## src/rtl/i2c_master_fsm.sv

```systemverilog
// Single-byte I2C master: START, 7-bit address + R/W, ACK check, one data byte, STOP.
// Pad enables are registered, so SCL/SDA never glitch while the state vector changes.
module i2c_master_fsm #(
   parameter int CLK_DIV = 250
) (
   input  logic       clk,
   input  logic       rst,
   input  logic       soft_reset,
   input  logic       start,
   input  logic       readwrite,
   input  logic [6:0] slave_addr,
   input  logic [7:0] write_data,
   input  logic       sda_i,
   output logic       scl_oe,
   output logic       sda_oe,
   output logic [7:0] read_data,
   output logic       busy,
   output logic       done,
   output logic       ack_error
);

   localparam int CNT_W = (CLK_DIV > 1) ? $clog2(CLK_DIV) : 1;

   typedef enum logic [3:0] {
      IDLE,
      START,
      ADDR,
      ADDR_ACK,
      WRITE,
      WRITE_ACK,
      READ,
      READ_NACK,
      STOP,
      DONE
   } state_t;

   state_t           state, state_n;
   logic [1:0]       phase, phase_n;
   logic [2:0]       bit_cnt, bit_n;
   logic [CNT_W-1:0] cnt, cnt_n;
   logic             start_q, start_q_n;
   logic [7:0]       addr_byte, addr_byte_n;
   logic [7:0]       wdata_q, wdata_n;
   logic [7:0]       rx_q, rx_n;
   logic [7:0]       read_data_n;
   logic             ack_error_n;
   logic             busy_n;
   logic             done_n;
   logic             scl_n, sda_n;
   logic             tick;
   logic             trigger;

   // Pad enables for a given position in the transaction; 1 pulls the line low.
   function automatic logic [1:0] pad_decode(input state_t     s,
                                             input logic [1:0] p,
                                             input logic [2:0] b,
                                             input logic [7:0] abyte,
                                             input logic [7:0] wbyte);
      logic       bit_scl;
      logic [1:0] pads;
      bit_scl = (p == 2'd0) || (p == 2'd3);
      pads    = 2'b00;
      case (s)
         START:                                pads = {p == 2'd3, p[1]};
         ADDR:                                 pads = {bit_scl, ~abyte[b]};
         WRITE:                                pads = {bit_scl, ~wbyte[b]};
         ADDR_ACK, WRITE_ACK, READ, READ_NACK: pads = {bit_scl, 1'b0};
         STOP:                                 pads = {p == 2'd0, p != 2'd3};
         default:                              pads = 2'b00;
      endcase
      return pads;
   endfunction

   assign tick    = busy && (cnt == CNT_W'(CLK_DIV - 1));
   assign trigger = (state == IDLE) && start && !start_q;

   always_ff @(posedge clk or posedge rst) begin
      if (rst) begin
         state     <= IDLE;
         phase     <= 2'd0;
         bit_cnt   <= 3'd7;
         cnt       <= '0;
         start_q   <= 1'b0;
         addr_byte <= 8'h00;
         wdata_q   <= 8'h00;
         rx_q      <= 8'h00;
         read_data <= 8'h00;
         ack_error <= 1'b0;
         busy      <= 1'b0;
         done      <= 1'b0;
         scl_oe    <= 1'b0;
         sda_oe    <= 1'b0;
      end else begin
         state     <= state_n;
         phase     <= phase_n;
         bit_cnt   <= bit_n;
         cnt       <= cnt_n;
         start_q   <= start_q_n;
         addr_byte <= addr_byte_n;
         wdata_q   <= wdata_n;
         rx_q      <= rx_n;
         read_data <= read_data_n;
         ack_error <= ack_error_n;
         busy      <= busy_n;
         done      <= done_n;
         scl_oe    <= scl_n;
         sda_oe    <= sda_n;
      end
   end

   // Every bit-level state spends four ticks, one per SCL phase; bit_cnt wraps 0 -> 7
   // on its own, so it is already primed for the next byte.
   always_comb begin
      state_n     = state;
      phase_n     = phase;
      bit_n       = bit_cnt;
      cnt_n       = cnt;
      start_q_n   = start;
      addr_byte_n = addr_byte;
      wdata_n     = wdata_q;
      rx_n        = rx_q;
      read_data_n = read_data;
      ack_error_n = ack_error;
      busy_n      = busy;
      done_n      = 1'b0;

      if (busy) begin
         cnt_n = tick ? '0 : cnt + 1'b1;
      end

      case (state)
         IDLE: begin
            if (trigger) begin
               state_n     = START;
               phase_n     = 2'd0;
               bit_n       = 3'd7;
               cnt_n       = '0;
               addr_byte_n = {slave_addr, readwrite};
               wdata_n     = write_data;
               ack_error_n = 1'b0;
               busy_n      = 1'b1;
            end
         end
         DONE: begin
            state_n = IDLE;
            busy_n  = 1'b0;
            cnt_n   = '0;
         end
         default: begin
            if (tick) begin
               phase_n = phase + 2'd1;
               case (state)
                  START: begin
                     if (phase == 2'd3) state_n = ADDR;
                  end
                  ADDR: begin
                     if (phase == 2'd3) begin
                        bit_n = bit_cnt - 3'd1;
                        if (bit_cnt == 3'd0) state_n = ADDR_ACK;
                     end
                  end
                  ADDR_ACK: begin
                     if (phase == 2'd2 && sda_i) ack_error_n = 1'b1;
                     if (phase == 2'd3) begin
                        state_n = ack_error ? STOP : (addr_byte[0] ? READ : WRITE);
                     end
                  end
                  WRITE: begin
                     if (phase == 2'd3) begin
                        bit_n = bit_cnt - 3'd1;
                        if (bit_cnt == 3'd0) state_n = WRITE_ACK;
                     end
                  end
                  WRITE_ACK: begin
                     if (phase == 2'd2 && sda_i) ack_error_n = 1'b1;
                     if (phase == 2'd3) state_n = STOP;
                  end
                  READ: begin
                     if (phase == 2'd2) rx_n = {rx_q[6:0], sda_i};
                     if (phase == 2'd3) begin
                        bit_n = bit_cnt - 3'd1;
                        if (bit_cnt == 3'd0) state_n = READ_NACK;
                     end
                  end
                  READ_NACK: begin
                     if (phase == 2'd3) begin
                        read_data_n = rx_q;
                        state_n     = STOP;
                     end
                  end
                  STOP: begin
                     if (phase == 2'd3) begin
                        state_n = DONE;
                        done_n  = 1'b1;
                     end
                  end
                  default: state_n = IDLE;
               endcase
            end
         end
      endcase

      // Abort drops the bus on the spot; no STOP is sent.
      if (soft_reset) begin
         state_n     = IDLE;
         phase_n     = 2'd0;
         bit_n       = 3'd7;
         cnt_n       = '0;
         start_q_n   = 1'b0;
         addr_byte_n = 8'h00;
         wdata_n     = 8'h00;
         rx_n        = 8'h00;
         read_data_n = 8'h00;
         ack_error_n = 1'b0;
         busy_n      = 1'b0;
         done_n      = 1'b0;
      end

      {scl_n, sda_n} = pad_decode(state_n, phase_n, bit_n, addr_byte_n, wdata_n);
   end

endmodule

```

## config.mk

```make
export PLATFORM = sky130hd
export DESIGN_NAME = i2c_master_fsm
export DESIGN_NICKNAME = d
export VERILOG_FILES = /design/src/rtl/i2c_master_fsm.sv
export SDC_FILE = /design/constraint.sdc
export NUM_CORES = 1
export LEC_CHECK = 0
export ABC_CLOCK_PERIOD_IN_PS = 3600
export CORE_UTILIZATION = 40
export DETAILED_ROUTE_END_ITERATION = 12
export RECOVER_POWER = 25
export SLEW_MARGIN = 15
export SYNTH_ARGS = -nofsm -noshare
export SYNTH_HDL_FRONTEND = slang
export SYNTH_SLANG_ARGS = --single-unit
export TNS_END_PERCENT = 10
```

## constraint.sdc

```tcl
create_clock -name clk -period 3.6 [get_ports clk]
set_clock_uncertainty 0.05 [all_clocks]
set_input_delay 0.54 -clock clk [delete_from_list [all_inputs] [get_ports clk]]
set_output_delay 0.54 -clock clk [all_outputs]
set_load 0.05 [all_outputs]
```

; ---- Yosys cells after proc, flatten, opt, wreduce, memory -nomap -nowiden
; Index checks and enable logic that the tools add are counted.
[op_classes]
addsub = 3
n_lt_le_gt_ge = 1
n_eq_ne = 25
mux = 68
n_bitwise = 2
n_reduce_logical = 27
[ops]
columns = op, n
row1 = $mux 8, 20
row2 = $mux 4, 14
row3 = $eq 4x3->1 const B, 8
row4 = $pmux 4 s7, 1
row5 = $eq 4x2->1 const B, 4
row6 = $pmux 8 s2, 1
row7 = $mux 1, 15
row8 = $mux 3, 5
row9 = $eq 4x4->1 const B, 3
row10 = $reduce_bool 3->1, 4
row11 = $pmux 2 s5, 1
row12 = $reduce_bool 2->1, 5
row13 = $add 8x1->8 const B, 1
row14 = $eq 4x1->1 const B, 2
row15 = $eq 8x8->1 const B, 1
row16 = $mux 2, 4
row17 = $pmux 4 s2, 1
row18 = $reduce_and 4->1, 2
row19 = $bmux 1 s3, 2
row20 = $eq 2x2->1 const B, 3
row21 = $pmux 3 s2, 1
row22 = $reduce_or 2->1, 3
row23 = $reduce_and 5->1, 1
row24 = $logic_and 1x1->1, 4
row25 = other kinds (17), 20
[totals]
ff_bits = 55
in_bits = 21
out_inout_bits = 13
wordCells = 140

; ---- Depth between registers and ports, before layout
; Gate-level depths: netlist of the first run.
[depth]
ltp_word = 10
ltp_mapped = 14
mapped_depth_nobuf = 13

; ---- Worst setup path after synthesis of the first run
; Ideal clock, no wire load.
[synth_timing]
path_kind = register to register
startpoint = register busy
endpoint = register sda_oe
t_arrival_ns = 2.492
required_ns = 3.414
slack_ns = 0.922
stages_incl_launch_ff = 12
path_buffers = 2
path_cell_list = dfrtp_1 > buf_4 > and4b_1 > and3_4 > buf_6 > a311o_4 > a21oi_4 > inv_2 > mux2i_1 > mux2_1 > o21ai_0 > o211ai_1
[synth_between]
elab_chain_len = 8
[synth_lines]
columns = item, line_no
row1 = "start, declared", 17  ; output logic busy,
row2 = "start signal, assigned", 104  ; busy <= busy_n;
row3 = $logic_and 1x1->1 *, 74  ; assign tick = busy && (cnt == CNT_W'(CLK_DIV - 1));
row4 = $mux 3 *, 150  ; if (tick) begin
row5 = $pmux 3 s2 *, 131  ; case (state)
row6 = $mux 3 *, 204  ; if (soft_reset) begin
row7 = net bit_n[2], 39  ; logic [2:0] bit_cnt, bit_n;
row8 = "$bmux 1 s3, on equally long branches", "66, 65"
row9 = "$mux 1, on equally long branches", "66, 65"
row10 = "$not 1->1, on equally long branches", "66, 65"
row11 = $pmux 2 s5 *, 63  ; case (s)
row12 = net sda_n, 49  ; logic scl_n, sda_n;
row13 = "end signal, assigned", 107  ; sda_oe <= sda_n;
row14 = "end, declared", 15  ; output logic sda_oe,
; The timed path passes the listed nets; every way through them passes the cells marked *. The select of a mux whose other input is x is not followed.
; A chain may end at the register's enable or synchronous reset.

; ---- Final worst setup path of the first run
[layout_timing]
startpoint = input start
endpoint = register sda_oe
[layout_between]
elab_chain_len = 9
[layout_lines]
columns = item, line_no
row1 = "start, declared", 9  ; input logic start,
row2 = $logic_and 1x1->1 * (2 in series), 75  ; assign trigger = (state == IDLE) && start && !start_q;
row3 = $mux 3 / $mux 8 (equally long branches), 133  ; if (trigger) begin
row4 = $pmux 3 s2 / $mux 8 (equally long branches), 131
row5 = $mux 3 / $mux 8 (equally long branches), 204
row6 = "$bmux 1 s3, on equally long branches", "66, 65"
row7 = "$mux 1, on equally long branches", "66, 65"
row8 = "$not 1->1, on equally long branches", "66, 65"
row9 = $pmux 2 s5 *, 63
row10 = net sda_n, 49
; Marks and branches as above.

==> results of run 1 <==
## power breakdown
part	leakage [nW]	internal [mW]	switching, mW	total, mW
combinational	0.717	0.0423	0.0647	0.107
clock	0.0443	0.140	0.220	0.360
sequential	0.748	0.631	0.0108	0.641
total	1.51	0.813	0.296	1.11
## sequential cells by signal, summed over array words and instances, names as in the netlist
register,cells
sda_oe,1
start_q,1
state,4
rx_q,8
cnt,8
bit_cnt,3
done,1
addr_byte,8
ack_error,1
phase,2
wdata_q,8
read_data,8
scl_oe,1
busy,1
## routing by layer
metal  wire [um]  share of wire [%]  track usage (%)
met1        2973                 48            23.26
met2        2971                 48            28.31
met3         173                2.8            3.970
met4          76                1.2            3.896
met5           0                  0                0
## how the worst min path moves through the flow
stage	startpoint	end	cells past startpoint
after floorplan	rx_q[7]	read_data[7]	2
after global placement	rx_q[7]	read_data[7]	2
after detailed placement	read_data[6]	read_data[6]	2
after CTS	addr_byte[4]	addr_byte[4]	2
after global routing	addr_byte[3]	addr_byte[3]	2
final	read_data[6]	read_data[6]	2
## worst reg2reg max path: cells and delay by family (launching register included)
kind | cells | cell delay [ps]
flip-flops | 1 | 540
AND/OR/NAND/NOR | 3 | 1090
AO/OA/AOI/OAI | 5 | 1040
## placed cells by master, fill, tap and decap left out, types with 3 or more instances in the layout
| cell type | n |
|---|---|
| nor3_1 | 7 |
| mux2_2 | 3 |
| nand4_1 | 5 |
| xor2_1 | 4 |
| clkbuf_8 | 5 |
| nor2_1 | 41 |
| clkdlybuf4s50_1 | 31 |
| a21oi_1 | 22 |
| nor2b_1 | 4 |
| inv_1 | 12 |
| o21ai_0 | 3 |
| dfrtp_1 | 52 |
| mux2i_1 | 24 |
| dfstp_2 | 3 |
| a211oi_2 | 4 |
| o21ai_1 | 3 |
| ha_1 | 8 |
| or3_1 | 3 |
| xnor2_1 | 4 |
| nand2_1 | 42 |
## cells by family (layout without fill, tap and decap cells)
logic type | after synthesis | after routing
and+or+nand+nor | 126 | 126
DFF | 55 | 55
buffers and inverters | 32 | 55
muxes | 28 | 28
adders and majority gates | 8 | 8
AOI/OAI and AO/OA | 54 | 54
xor gates and xnor gates | 8 | 8
## cells in the mapped netlist, drive strengths merged
cell | number | share of area, %
nand2b | 2 | 0.41
buf | 13 | 3.3
xor2 | 4 | 1.1
xnor2 | 4 | 1.1
nor4b | 2 | 0.57
o21a | 1 | 0.25
o31ai | 2 | 0.49
a21o | 1 | 0.25
or4b | 1 | 0.45
nand4 | 5 | 1.0
nor2 | 45 | 6.5
dfstp | 3 | 2.6
a22o | 2 | 0.57
o211ai | 2 | 0.49
clkbuf | 6 | 0.74
o2111ai | 1 | 0.29
or3 | 3 | 0.61
or2 | 4 | 0.82
and3 | 3 | 0.78
a2111oi | 2 | 0.78
nand4b | 2 | 0.57
a211oi | 6 | 2.1
nor2b | 4 | 0.82
nor3 | 8 | 1.5
o221ai | 1 | 0.29
nand3 | 1 | 0.16
and4b | 1 | 0.33
o21ai | 6 | 0.98
mux2i | 24 | 7.9
inv | 13 | 1.6
a311o | 1 | 0.65
ha | 8 | 3.3
dfrtp | 52 | 43
a31oi | 2 | 1.4
a41oi | 1 | 0.29
mux2 | 4 | 1.5
nand2 | 44 | 5.7
a211o | 1 | 0.29
a21oi | 25 | 4.7
and4 | 1 | 0.29
## area by class of cell
type	count	area [um2]	area share (%)
multi-input combinational	224	1505	43.23
inverter	13	48.80	1.401
clock inverter	3	25.02	0.7186
tap	99	123.9	3.557
sequential	55	1380	39.63
timing repair buffer	34	330.3	9.486
clock buffer	5	68.82	1.976
==> flow_metrics.tcl, run 1 <==
set metrics [dict create \
    cts_tree "built" \
    cts_max_level 2 \
    nFillCells 699 \
    portBuffers 33 \
    remaining_drc_errors 0 \
    viasPerCell 5.182 \
    cp.arrival_ps 3040 \
    synth-compound-area-share_pct 13.84 \
    synth_fp_nets 340 \
    drive_gt1_share_pct 11.68 \
    post_cts_buffers 0 \
    die_x_um 89.42 \
    hold_buffers 0 \
    floorplan.die.height_um 89.42 \
    crit_buf_inv 1 \
    syn_area_per_cell_um2 9.829 \
    synth-seq-area-share_pct 45.15 \
    antenna_found_initial 0 \
    io_pins 34 \
    clock_latency_ps 320 \
    initial_utilization_pct 41.70 \
    ctsResizeCount 0 \
    placed_cells 425 \
    rr_startpoint "state[3]" \
    design_power_total_mw 1.109 \
    p_leak_nw 1.509 \
    wire_per_inst_um 14.31 \
    r2r_slack_ps 790 \
    ys_ff_latch 55 \
    core_mm2 0.007331 \
    timing.rr.end "sda_oe" \
    synthesis.area_mm2 0.003057 \
    fin_cells 433 \
    vias 2244 \
    cp.depth 9 \
    min_period_over_period_pct 79.50 \
    rows 31 \
    dpl_cell_area_mm2 0.003391 \
    fmaxAchievable_mhz 349.4 \
    synthXorXnorAreaFrac_pct 2.292 \
    maxCapViolations 0 \
    setup_viol 0 \
    maxSlewHeadroom_pct 27.24 \
    post-place-ws_ps 396.3 \
    slew_viol_final 0 \
    grt.total_usage_pct 17.25 \
    syn_inst 311 \
    crit_chain "clkdlybuf4s50_1 > or4b_4 > nor2_8 > a211oi_2 > a31oi_4 > nor2_1 > a2111oi_0 > o31ai_1 > o211ai_1" \
    critical-path-max-stage-delay_ps 510 \
    final_util_pct 47.50 \
    clockBufferDepth 2 \
    area.growth.synth_to_final_pct 13.92 \
    tightest_slew_ps 1090 \
    synth_top_family_by_area "simple AND/OR/NAND/NOR gates" \
    rsz0062_at_grt "no" \
    ir_drop_mv 0.1773 \
    clk_pin_slew_ps 110 \
    final_nets 362 \
    gr-total-overflow 0 \
    synth_cell_type_count 57 \
    end_kind "flip-flop" \
    cp_top_family "compound AO/OA/AOI/OAI gates" \
    synth.area.mux_share_pct 9.333 \
    required_ps 3780 \
    grt_first_pass_wirelength_um 10520 \
    fin_hold_ws_ps 479.9 \
    yosys.area_share.simple_pct 20.51 \
    wl_um 6195 \
    hold_class "reg2reg" \
    critPathSlowestCell "or4b_4" \
    hold_violations 0 \
    grt_max_degree 50 \
    setup_ws_ps 737.9 \
    status "complete, no violations" \
    drt_iter0_drc 92 \
    critPathLaunch "start" \
    r2r_cells 8 \
    p_per_area_mw_per_mm2 318.4 \
    finish.instance_area_mm2 0.003482 \
    fp.dieArea_mm2 0.007995 \
    cts_buffers 5 \
    startpoint_type "input pin" \
    min_period_ps 2862 \
    antennaDiodeCount 0 \
    first_global_vias 2133 \
    dr.pass1.iters 4 \
    final.setup.tns_ps 0 \
    worstSetupPathType "in2reg" \
    antenna_left 0 \
    cp_max_fo 24 \
    cts-root-buf "clkbuf_8" \
    gp_congestion 0.7885 \
    cts.sinks 55 \
    cp-endpoint "sda_oe" \
    synthAdderAreaFrac_pct 3.275 \
    place_hpwl_um 4289 \
    yosysWarnings 0 \
]
No activity file was read; power rests on OpenSTA's default activity.
==> inputs of run 2 (changes only) <==
Settings changed: ABC_CLOCK_PERIOD_IN_PS 3600 to 2500.
Clock period 3.6 ns to 2.5 ns, I/O delays scaled along.
==> run 2 against run 1 <==
Against the previous run: the flow now finishes with violations (negative setup slack); via count increased by 4.8%; first-iteration DRC count fell by 11%; core utilization increased by 5.3 points; combinational power grew 82%; critical endpoint unchanged; largest cell class unchanged.
==> flow_metrics.tcl, run 2 (synthesized netlist as in run 1, its figures left out) <==
set metrics [dict create \
    layout_commonest_cell "dfrtp_1" \
    slew_viol_final 0 \
    cts_tree "built" \
    p_comb_share_pct 12.0 \
    drive_gt1_share_pct 25.34 \
    core_mm2 0.007331 \
    violations "negative setup slack" \
    vias 2351 \
    cts_max_level 2 \
    critical-path-max-stage-delay_ps 600 \
    r2r_slack_ps -20 \
    crit_buf_inv 1 \
    p_leak_nw 1.719 \
    seqPwrFrac_pct 56.6 \
    status "finished with violations" \
    crit_chain "or4b_4 > nor2_8 > a211oi_2 > a31oi_4 > buf_6 > mux2_2 > o21ai_2 > a21oi_1 > o211ai_1" \
    setup_viol 1 \
    cp_max_fo 6 \
    ir_drop_mv 0.2485 \
    antenna_found_initial 0 \
    dpl_cell_area_mm2 0.003664 \
    startpoint_type "flip-flop" \
    design_power_total_mw 1.620 \
    wire_per_inst_um 14.17 \
    placed_cells 459 \
    critPathSlowestCell "or4b_4" \
    min_period_ps 2520 \
    tightest_slew_ps 1016 \
    clockBufferDepth 2 \
    place_hpwl_um 4697 \
    grt_first_pass_wirelength_um 10900 \
    hold_buffers 0 \
    gr-total-overflow 0 \
    worstSetupPathType "reg2reg" \
    remaining_drc_errors 0 \
    wl_um 6661 \
    final.setup.tns_ps -19.53 \
    fin_cells 470 \
    cp_top_family "simple AND/OR/NAND/NOR gates" \
    portBuffers 33 \
    finish.instance_area_mm2 0.003874 \
    maxSlewHeadroom_pct 32.17 \
    setup_ws_ps -19.53 \
    viasPerCell 5.002 \
    hold_violations 0 \
    met2_usage_pct 29.98 \
    p_sw_share_pct 26.15 \
    antenna_left 0 \
    grt_util_met1_pct 24.01 \
    fp.dieArea_mm2 0.007995 \
    grt_use_met3_pct 2.770 \
    cts_buffers 5 \
    fin_hold_ws_ps 312.5 \
    die_x_um 89.42 \
    fmaxAchievable_mhz 396.9 \
    maxCapViolations 0 \
    final_cell_mix "51 x dfrtp_1, 42 x nand2_1, 41 x nor2_1" \
    pwr-share-clk_pct 31.4 \
    first_global_vias 2344 \
    gr-max-usage-layer "met2" \
    grt.total_usage_pct 17.80 \
    final_util_pct 52.84 \
    p_per_area_mw_per_mm2 418.3 \
    power_switching_mw 0.4237 \
    rsz0062_at_grt "yes" \
    clock_latency_ps 320 \
    rows 31 \
    cts-root-buf "clkbuf_8" \
    cts.sinks 55 \
    floorplan.die.height_um 89.42 \
    clk_pin_slew_ps 110 \
    area.growth.synth_to_final_pct 26.73 \
    gp_congestion 0.8384 \
    cp.arrival_ps 2710 \
    min_period_over_period_pct 100.8 \
    drt_iter0_drc 82 \
    dr.pass1.iters 4 \
    post-place-ws_ps -335.2 \
    internal_power_mw 1.197 \
    io_pins 34 \
    hold_class "in2reg" \
    grt_max_degree 30 \
    required_ps 2690 \
    end_kind "flip-flop" \
    antennaDiodeCount 0 \
    initial_utilization_pct 41.70 \
    final_nets 399 \
]
==> run 2: path summary, 6_finish.rpt <==
path                                      to  cells past startpoint    startpoint
worst max-delay path                  sda_oe                      9       start_q
worst min-delay path                 start_q                      2         start
worst max register to register        sda_oe                      9       start_q
worst min register to register  read_data[1]                      2  read_data[1]
max in group asynchronous           state[0]                      3           rst
min in group asynchronous            rx_q[5]                      2           rst
==> run 2: power groups by stage <==
stage          Sequential [mW]  Clock [mW]  Combinational (mW)
3_5_place_dp             0.934           0               0.188
6_report                 0.917       0.508               0.195
2_1_floorplan            0.937           0               0.112
4_1_cts                  0.917       0.527               0.189
3_3_place_gp             0.934           0               0.186
5_1_grt                  0.920       0.560               0.216
==> run 2: layout make-up <==
class,count,area [um2]
clock buffers,6,72.57
multi-input cells,224,1604
flip-flops and latches,55,1381
repair buffers,71,625.6
clock inverters,2,17.52
fillers,669,3457
inverters,13,48.80
well taps,99,123.9
==> run 2: timing repair <==
item                       CTS  global route
gates resized for setup      0            26
setup buffers                0             3
setup endpoints to repair    0             2
==> run 2: worst reg2reg max path: cells and delay by family (launching register included) <==
family                 cells  cell delay, ps
AND/OR/NAND/NOR            2             800
multiplexers               1             340
flip-flops                 1             400
buffers and inverters      1             150
AO/OA/AOI/OAI              5             720
==> run 2: metal layers <==
layer | vias up | part of all wire (%)
li1 | 1184 | -
met1 | 1123 | 48
met2 | 39 | 49
met3 | 5 | 2.7
met4 | 0 | 0.90
met5 | - | 0
